`src/rtl/cu_multicycle_if.sv`:
```
// Bus between the multi-cycle control unit and the memory / datapath side.
// master = control unit, slave = memory port plus register file, ALU and PC.
interface cu_multicycle_if #(
   parameter int INSTR_W = 9
);
   logic [INSTR_W-1:0] instr;
   logic               mem_ack;
   logic               zf;
   logic               sf;
   logic               cf;
   logic [1:0]         op;
   logic               imm_sel;
   logic               reg_en;
   logic               ld_sel;
   logic               flag_we;
   logic               ir_load;
   logic               pc_inc;
   logic               pc_load;
   logic               mem_req;
   logic               mem_we;
   logic               mem_addr_sel;
   logic               halted;
   logic               bus_err;
   logic [2:0]         state;

   modport master (
      input  instr, mem_ack, zf, sf, cf,
      output op, imm_sel, reg_en, ld_sel, flag_we, ir_load, pc_inc, pc_load,
             mem_req, mem_we, mem_addr_sel, halted, bus_err, state
   );

   modport slave (
      output instr, mem_ack, zf, sf, cf,
      input  op, imm_sel, reg_en, ld_sel, flag_we, ir_load, pc_inc, pc_load,
             mem_req, mem_we, mem_addr_sel, halted, bus_err, state
   );
endinterface

```
`src/rtl/cu_multicycle.sv`:
```
// Multi-cycle control unit: FETCH/DECODE/EXEC/MEM sequencing over a req/ack
// memory handshake, with internal IR, flag register and bus-timeout halt.
module cu_multicycle #(
   parameter int INSTR_W     = 9,
   parameter int MEM_TIMEOUT = 15
) (
   input logic           clk,
   input logic           rst,
   cu_multicycle_if.master bus
);
   localparam logic [2:0] S_FETCH  = 3'd0;
   localparam logic [2:0] S_DECODE = 3'd1;
   localparam logic [2:0] S_EXEC   = 3'd2;
   localparam logic [2:0] S_MEM    = 3'd3;
   localparam logic [2:0] S_HALT   = 3'd4;

   localparam logic [3:0] OP_NOP  = 4'h0;
   localparam logic [3:0] OP_JZ   = 4'h1;
   localparam logic [3:0] OP_JC   = 4'h2;
   localparam logic [3:0] OP_JGT  = 4'h3;
   localparam logic [3:0] OP_CMPI = 4'h4;
   localparam logic [3:0] OP_CMP  = 4'h8;
   localparam logic [3:0] OP_ST   = 4'hC;
   localparam logic [3:0] OP_LD   = 4'hD;
   localparam logic [3:0] OP_JMP  = 4'hE;
   localparam logic [3:0] OP_HLT  = 4'hF;

   // Counter value during the last request cycle that may still be acked.
   localparam logic [7:0] WAIT_LAST = 8'(MEM_TIMEOUT - 1);

   logic [2:0]         state_q, state_n;
   logic [INSTR_W-1:0] ir_q;
   logic               zf_q, sf_q, cf_q;
   logic [7:0]         wait_q;
   logic               bus_err_q, bus_err_n;
   logic [3:0]         opc;
   logic               operand_unused;

   logic [1:0] op_c;
   logic       imm_sel_c, reg_en_c, ld_sel_c, flag_we_c, ir_load_c;
   logic       pc_inc_c, pc_load_c, mem_req_c, mem_we_c, mem_addr_sel_c;

   assign opc            = ir_q[INSTR_W-1 -: 4];
   assign operand_unused = ^ir_q[INSTR_W-5:0];

   always_comb begin
      state_n        = state_q;
      bus_err_n      = bus_err_q;
      op_c           = 2'b00;
      imm_sel_c      = 1'b0;
      reg_en_c       = 1'b0;
      ld_sel_c       = 1'b0;
      flag_we_c      = 1'b0;
      ir_load_c      = 1'b0;
      pc_inc_c       = 1'b0;
      pc_load_c      = 1'b0;
      mem_req_c      = 1'b0;
      mem_we_c       = 1'b0;
      mem_addr_sel_c = 1'b0;
      case (state_q)
         S_FETCH: begin
            mem_req_c = 1'b1;
            if (bus.mem_ack) begin
               ir_load_c = 1'b1;
               pc_inc_c  = 1'b1;
               state_n   = S_DECODE;
            end else if (wait_q == WAIT_LAST) begin
               state_n   = S_HALT;
               bus_err_n = 1'b1;
            end
         end
         S_DECODE: begin
            case (opc)
               OP_NOP: state_n = S_FETCH;
               OP_JZ: begin
                  pc_load_c = zf_q;
                  state_n   = S_FETCH;
               end
               OP_JC: begin
                  pc_load_c = cf_q;
                  state_n   = S_FETCH;
               end
               OP_JGT: begin
                  pc_load_c = !zf_q && !sf_q;
                  state_n   = S_FETCH;
               end
               OP_JMP: begin
                  pc_load_c = 1'b1;
                  state_n   = S_FETCH;
               end
               OP_HLT:       state_n = S_HALT;
               OP_ST, OP_LD: state_n = S_MEM;
               default:      state_n = S_EXEC;
            endcase
         end
         S_EXEC: begin
            op_c      = opc[1:0];
            imm_sel_c = (opc[3:2] == 2'b01);
            flag_we_c = 1'b1;
            reg_en_c  = (opc != OP_CMPI) && (opc != OP_CMP);
            state_n   = S_FETCH;
         end
         S_MEM: begin
            mem_req_c      = 1'b1;
            mem_addr_sel_c = 1'b1;
            mem_we_c       = (opc == OP_ST);
            if (bus.mem_ack) begin
               reg_en_c = (opc == OP_LD);
               ld_sel_c = (opc == OP_LD);
               state_n  = S_FETCH;
            end else if (wait_q == WAIT_LAST) begin
               state_n   = S_HALT;
               bus_err_n = 1'b1;
            end
         end
         S_HALT:  state_n = S_HALT;
         default: state_n = S_FETCH;
      endcase
   end

   always_ff @(posedge clk or posedge rst) begin
      if (rst) begin
         state_q   <= S_FETCH;
         ir_q      <= '0;
         zf_q      <= 1'b0;
         sf_q      <= 1'b0;
         cf_q      <= 1'b0;
         wait_q    <= 8'd0;
         bus_err_q <= 1'b0;
      end else begin
         state_q   <= state_n;
         bus_err_q <= bus_err_n;
         if (ir_load_c) ir_q <= bus.instr;
         if (flag_we_c) begin
            zf_q <= bus.zf;
            sf_q <= bus.sf;
            cf_q <= bus.cf;
         end
         // Any state change starts a fresh wait window for the next access.
         if (state_n != state_q)
            wait_q <= 8'd0;
         else if (mem_req_c && !bus.mem_ack)
            wait_q <= wait_q + 8'd1;
      end
   end

   // Outputs are forced low while reset is held so no strobe survives it.
   assign bus.op           = op_c & {2{~rst}};
   assign bus.imm_sel      = imm_sel_c & ~rst;
   assign bus.reg_en       = reg_en_c & ~rst;
   assign bus.ld_sel       = ld_sel_c & ~rst;
   assign bus.flag_we      = flag_we_c & ~rst;
   assign bus.ir_load      = ir_load_c & ~rst;
   assign bus.pc_inc       = pc_inc_c & ~rst;
   assign bus.pc_load      = pc_load_c & ~rst;
   assign bus.mem_req      = mem_req_c & ~rst;
   assign bus.mem_we       = mem_we_c & ~rst;
   assign bus.mem_addr_sel = mem_addr_sel_c & ~rst;
   assign bus.halted       = (state_q == S_HALT) & ~rst;
   assign bus.bus_err      = bus_err_q & ~rst;
   assign bus.state        = state_q & {3{~rst}};
endmodule

```
`src/flat_wrapper.sv`:
```
// flat-port wrapper written by rule: the top's interface ports become plain ports
module cu_multicycle_flat 
#(
   parameter int INSTR_W     = 9,
   parameter int MEM_TIMEOUT = 15
)
  (clk, rst, bus_instr, bus_mem_ack, bus_zf, bus_sf, bus_cf, bus_op, bus_imm_sel, bus_reg_en, bus_ld_sel, bus_flag_we, bus_ir_load, bus_pc_inc, bus_pc_load, bus_mem_req, bus_mem_we, bus_mem_addr_sel, bus_halted, bus_bus_err, bus_state);
  cu_multicycle_if #(.INSTR_W(INSTR_W)) bus_i ();
  input logic clk;
  input logic rst;
  input wire logic [$bits(bus_i.instr)-1:0] bus_instr;
  input wire logic [$bits(bus_i.mem_ack)-1:0] bus_mem_ack;
  input wire logic [$bits(bus_i.zf)-1:0] bus_zf;
  input wire logic [$bits(bus_i.sf)-1:0] bus_sf;
  input wire logic [$bits(bus_i.cf)-1:0] bus_cf;
  output wire logic [$bits(bus_i.op)-1:0] bus_op;
  output wire logic [$bits(bus_i.imm_sel)-1:0] bus_imm_sel;
  output wire logic [$bits(bus_i.reg_en)-1:0] bus_reg_en;
  output wire logic [$bits(bus_i.ld_sel)-1:0] bus_ld_sel;
  output wire logic [$bits(bus_i.flag_we)-1:0] bus_flag_we;
  output wire logic [$bits(bus_i.ir_load)-1:0] bus_ir_load;
  output wire logic [$bits(bus_i.pc_inc)-1:0] bus_pc_inc;
  output wire logic [$bits(bus_i.pc_load)-1:0] bus_pc_load;
  output wire logic [$bits(bus_i.mem_req)-1:0] bus_mem_req;
  output wire logic [$bits(bus_i.mem_we)-1:0] bus_mem_we;
  output wire logic [$bits(bus_i.mem_addr_sel)-1:0] bus_mem_addr_sel;
  output wire logic [$bits(bus_i.halted)-1:0] bus_halted;
  output wire logic [$bits(bus_i.bus_err)-1:0] bus_bus_err;
  output wire logic [$bits(bus_i.state)-1:0] bus_state;
  assign bus_i.instr = bus_instr;
  assign bus_i.mem_ack = bus_mem_ack;
  assign bus_i.zf = bus_zf;
  assign bus_i.sf = bus_sf;
  assign bus_i.cf = bus_cf;
  assign bus_op = bus_i.op;
  assign bus_imm_sel = bus_i.imm_sel;
  assign bus_reg_en = bus_i.reg_en;
  assign bus_ld_sel = bus_i.ld_sel;
  assign bus_flag_we = bus_i.flag_we;
  assign bus_ir_load = bus_i.ir_load;
  assign bus_pc_inc = bus_i.pc_inc;
  assign bus_pc_load = bus_i.pc_load;
  assign bus_mem_req = bus_i.mem_req;
  assign bus_mem_we = bus_i.mem_we;
  assign bus_mem_addr_sel = bus_i.mem_addr_sel;
  assign bus_halted = bus_i.halted;
  assign bus_bus_err = bus_i.bus_err;
  assign bus_state = bus_i.state;
  cu_multicycle #(.INSTR_W(INSTR_W), .MEM_TIMEOUT(MEM_TIMEOUT)) u_core (.clk(clk), .rst(rst), .bus(bus_i));
endmodule
```
`config.mk`:
```
export PLATFORM = sky130hd
export DESIGN_NAME = cu_multicycle_flat
export DESIGN_NICKNAME = d
export VERILOG_FILES = /design/src/rtl/cu_multicycle_if.sv /design/src/rtl/cu_multicycle.sv /design/src/flat_wrapper.sv
export SDC_FILE = /design/constraint.sdc
export NUM_CORES = 1
export LEC_CHECK = 0
export ABC_AREA = 0
export CAP_MARGIN = 20
export CORE_MARGIN = 3
export CORE_UTILIZATION = 45
export CTS_CLUSTER_DIAMETER = 40
export DETAILED_ROUTE_END_ITERATION = 7
export PLACE_DENSITY = 0.81
export SYNTH_ARGS = -nofsm -noshare
export SYNTH_HDL_FRONTEND = slang
export SYNTH_SLANG_ARGS = --single-unit
```
`constraint.sdc`:
```
create_clock -name clk -period 3.5 [get_ports clk]
set_input_delay 0.35 -clock clk [delete_from_list [all_inputs] [get_ports clk]]
set_output_delay 0.35 -clock clk [all_outputs]
set_load 0.02 [all_outputs]
```
# Yosys cells after proc, flatten, opt, wreduce, memory -nomap -nowiden
# Cells that the tools add are included.
# totals
register_bits	24
in_bits	15
# classes
n_addsub	1
n_eq_ne	16
muxes	20
bitwise	15
reduce_logical	13
# op_table
cell	count
$eq 4x4->1 const B	4
$mux 8	2
$pmux 3 s4	1
$and 1x1->1	11
$mux 1	10
$mux 3	3
$pmux 3 s3	1
$add 8x1->8 const B	1
$eq 4x2->1 const B	2
$eq 8x4->1 const B	1
$eq 3x2->1 const B	2
$reduce_or 5->1	1
$eq 4x1->1 const B	1
$logic_not 4->1	1
$ne 4x3->1 const B	1
$ne 4x4->1 const B	1
$pmux 1 s4	1
$reduce_or 2->1	2
$and 3x3->3	1
$eq 3x1->1 const B	1
$eq 3x3->1 const B	1
$logic_and 1x1->1	3
$logic_not 1->1	3
$logic_not 3->1	1
8 further kinds	9

# Longest topological paths before layout
# logic_depth
word_depth	6
mapped_depth	5
mapped_depth_nobuf	5

# Worst setup path before layout
# OpenSTA, ideal clock, no wires.
# synth_path
kind	register to output
from	register u_core.state_q[0]
to	output bus_reg_en
arrival_time_ns	1.647
required_time_ns	3.150
setup_slack_ns	1.503
path_stages_with_launch	6
path_buffers	1
path_cell_list	dfrtp_1 > buf_6 > nand2b_1 > nor3_2 > o21ai_1 > a21oi_1
# synth_between
elab_chain_len	3
word_cells_on_any_way	4
cone_classes	2 x eq/ne; 1 x mux; 1 x bitwise
# synth_lines
item	line_no	text
start: declaration	cu_multicycle.sv:31	logic [2:0] state_q, state_n;
start signal: assignment	cu_multicycle.sv:131	state_q <= state_n;
$eq 3x2->1	cu_multicycle.sv:60	case (state_q)
$pmux 1 s2 *	cu_multicycle.sv:60	
$and 1x1->1 *	cu_multicycle.sv:150	assign bus.reg_en = reg_en_c & ~rst;
end: declaration	flat_wrapper.sv:18	output wire logic [$bits(bus_i.reg_en)-1:0] bus_reg_en;
# Every way passes the cells marked *; elsewhere a longest branch is shown, timed or not.

# Final worst setup path
# layout_path
from	register u_core.state_q[1]
to	output bus_reg_en
# The elaborated chain is that of the path after synthesis.

==> summary.md <==
| Metric | Value |
|---|---|
| Outcome | `finished clean` |
| DRC viols | `0` |
| Clock skew | `between 8 and 9 ps` |
| TritonCTS clock tree | `done` |
| Worst-margin pin slew | `approximately 600 ps` |
| CP max stage cell | `dfrtp_1` |
| Vias | `around 1000` |
| Post-synth top flop | `dfrtp_1` |
| Final period util | `79.1%` |
| Pin count of the biggest net entering global routing | `20` |
| Register area | `approximately 480 µm²` |
| Startpoint types | `flop` |
| Placement Setup Slack | `~770 ps` |
| Worst Hold Class | `reg -> reg` |
| Top Ports | `32` |
| Worst hold margin | `488 ps` |
| Cells after Synth | `125` |
| Synth unique cells | `between 40 and 50` |
| Share of cells above drive strength 1 | `approximately an eighth` |
| Max FO, Critical Path | `14` |
| Synth Register Bits | `19` |
| First-pass GRT wire length | `4410 µm` |
| Most frequent cells in the layout | `26 x clkdlybuf4s50_1, 19 x dfrtp_1, 14 x nor2_1` |
| Min-Delay Path Depth | `1` |
| Netlist Area Pre-Place | `about 1300 µm²` |
| Worst Path Required | `around 3200 ps` |
| GP Congestion | `between 0.8 and 0.9` |
| # port buffers | `26` |
| Commonest non-fill, non-tap cell in the layout | `clkdlybuf4s50_1` |
| Router iterations before antenna repair | `4` |
| Setup CP Type | `reg -> out` |
| Cts bufs inserted | `3` |
| CP cell instances | `nand2b_1 -> nor3_2 -> o21ai_1 -> a21oi_1 -> clkdlybuf4s50_1` |
| Tot GR Track Use | `about 17%` |
| Postcts setup bufs | `0` |
| Post-layout min period | `between 2000 and 3000 ps` |
| # diodes | `0` |
| Final core utilization | `approximately three fifths` |
| Core Rows | `18` |
| Worst reg-to-reg path cell count | `3` |
| Crit path buf inv count | `1` |
| Critical path's top delay family | `flip-flops` |
| Layout Cells excl Fill | `181` |
| PostCTS Resize Cnt | `0` |
| Dpl cells | `around 180` |
| Die ar. | `3480 µm²` |
| GRT overflow | `0` |
| Crit-path max cell delay | `~730 ps` |
| CTS Hold Bufs | `0` |
| Reg-to-Reg Start | `u_core.state_q[1]` |
| H-tree Lvls | `1` |
| FILL cells | `around 240` |
| Worst-path clk slew | `~110 ps` |
| Leak pwr | `~0.60 nW` |
| Worst path arrival time | `~2400 ps` |
| Die W | `a little under 60 µm` |
| RSZ-0062 raised after global routing | `no` |
| Pwr dens | `about 250 nW/µm²` |
| Yosys warnings | `0` |
| Vias per std cell | `5.65` |
| Critical path launch point | `u_core.state_q[1]` |
| Min setup slack post-route | `between 700 and 800 ps` |
| Setup violations, final | `0` |
| EDFF count, synth | `0` |
| Hpwl dp | `slightly below 2000 µm` |
| Hold_sp | `u_core.bus_err_q` |
| Critical path depth | `5` |
| Initial antenna violation count | `0` |
| Initial DRC count | `46` |
| IR Drop Worst-Case VDD | `0.000169 V` |
| # Max-Cap Violations | `0` |
| Area occupied by multi-input gates | `~730 µm²` |
| Post-DRT Antenna Nets | `0` |
| Max Freq | `361 MHz` |
| Die Y | `between 50 and 60 µm` |
| Core area | `roughly 2600 µm²` |
| Clock sink count | `19` |
| Avg Inst Size Synth | `between 10 and 15 µm²` |
| Syn nets | `about 140` |
| Final Slew Violations | `0` |
| NumNets Final | `between 150 and 200` |
| Area Overhead vs Synth | `23.5%` |
| Sequential area share after synthesis | `a little under two fifths` |
| Drt total wl | `between 2000 and 3000 µm` |
| Worst-Skew Late Latency | `approximately 290 ps` |
| Setup_tns | `0 ps` |
| Number of global-route vias before repair | `roughly 990` |
| Crit end category | `output pin` |
| Root buf cell | `clkbuf_4` |
| Wire length per cell | `roughly 14 µm` |
| Post-synth ARST share | `between 90% and 100%` |
| Starting Density | `roughly half` |
| CTS Buffer Depth | `2` |
| Relative slew margins | `about three fifths` |
| Final Hold Viols | `0` |
## state kept, by name, summed over array words and instances (netlist names)
name	cells
u_core.bus_err_q	1
u_core.cf_q	1
u_core.ir_q	4
u_core.sf_q	1
u_core.state_q	3
u_core.wait_q	8
u_core.zf_q	1
## metrics by stage
stage	power (W)	area, µm²
after floorplan	0.000262	1260
after global placement	0.000282	1530
after detailed placement	0.000284	1530
after CTS	0.000396	1560
after global routing	0.000414	1560
final	0.000391	1560
## worst paths after layout
path	end	slack [ps]
worst max-delay path	bus_reg_en	730
worst min-delay path	u_core.bus_err_q	490
worst max register to register	u_core.cf_q	1780
worst min register to register	u_core.bus_err_q	490
max in group asynchronous	u_core.wait_q[3]	2580
min in group asynchronous	u_core.state_q[2]	700
## synthesized netlist by cell type (3+ instances only)
cell type | n | share of area [%]
nor2_1 | 14 | 4.2
or3_1 | 3 | 1.5
inv_1 | 6 | 1.8
xnor2_1 | 6 | 4.2
mux2_2 | 6 | 5.4
nor4_1 | 3 | 1.5
nor3_1 | 3 | 1.2
a21oi_1 | 4 | 1.6
and2_1 | 3 | 1.5
nor2b_1 | 5 | 2.5
nor3b_1 | 3 | 1.8
a31oi_1 | 3 | 1.5
nor4_4 | 3 | 5.1
nand3_1 | 3 | 1.2
dfrtp_1 | 19 | 38
xor2_1 | 3 | 2.1
nand2_1 | 6 | 1.8
## layout make-up
type                            instances  share of cell area [%]
Multi-Input combinational cell         95                    46.8
Tap cell                               30                    2.41
Inverter                                6                    1.44
Timing Repair Buffer                   27                    17.2
Clock buffer                            4                    1.69
Sequential cell                        19                    30.5
## report_power, final
group	total (W)	switching [W]	internal, W	leakage, nW
Clock	0.000112	0.0000674	0.0000443	0.0150
Combinational	0.0000457	0.0000211	0.0000246	0.335
Sequential	0.000234	0.00000818	0.000225	0.246
Total	0.000391	0.0000967	0.000294	0.596
## cell families (layout without fill, tap and decap cells)
kind of cell             Yosys count  after routing  synth area share (%)
AND/OR/NAND/NOR                   60             60                  31.9
flip-flops                        19             19                  37.7
AO/OA/AOI/OAI                     17             17                  10.1
buffers and inverters             11             37                  4.56
XOR/XNOR                          10             10                  8.42
multiplexers                       6              6                  5.35
adder cells (fa/ha/maj)            2              2                  1.98
## routing by layer
layer,GRT usage [%],up-vias,part of all wire [%]
met2,28.5,21,52
met5,0,-,0
li1,-,495,-
met4,6.47,0,0.50
met3,3.51,2,4.7
met1,20.3,504,43
Note: power is estimated with default switching activity, not from simulation.
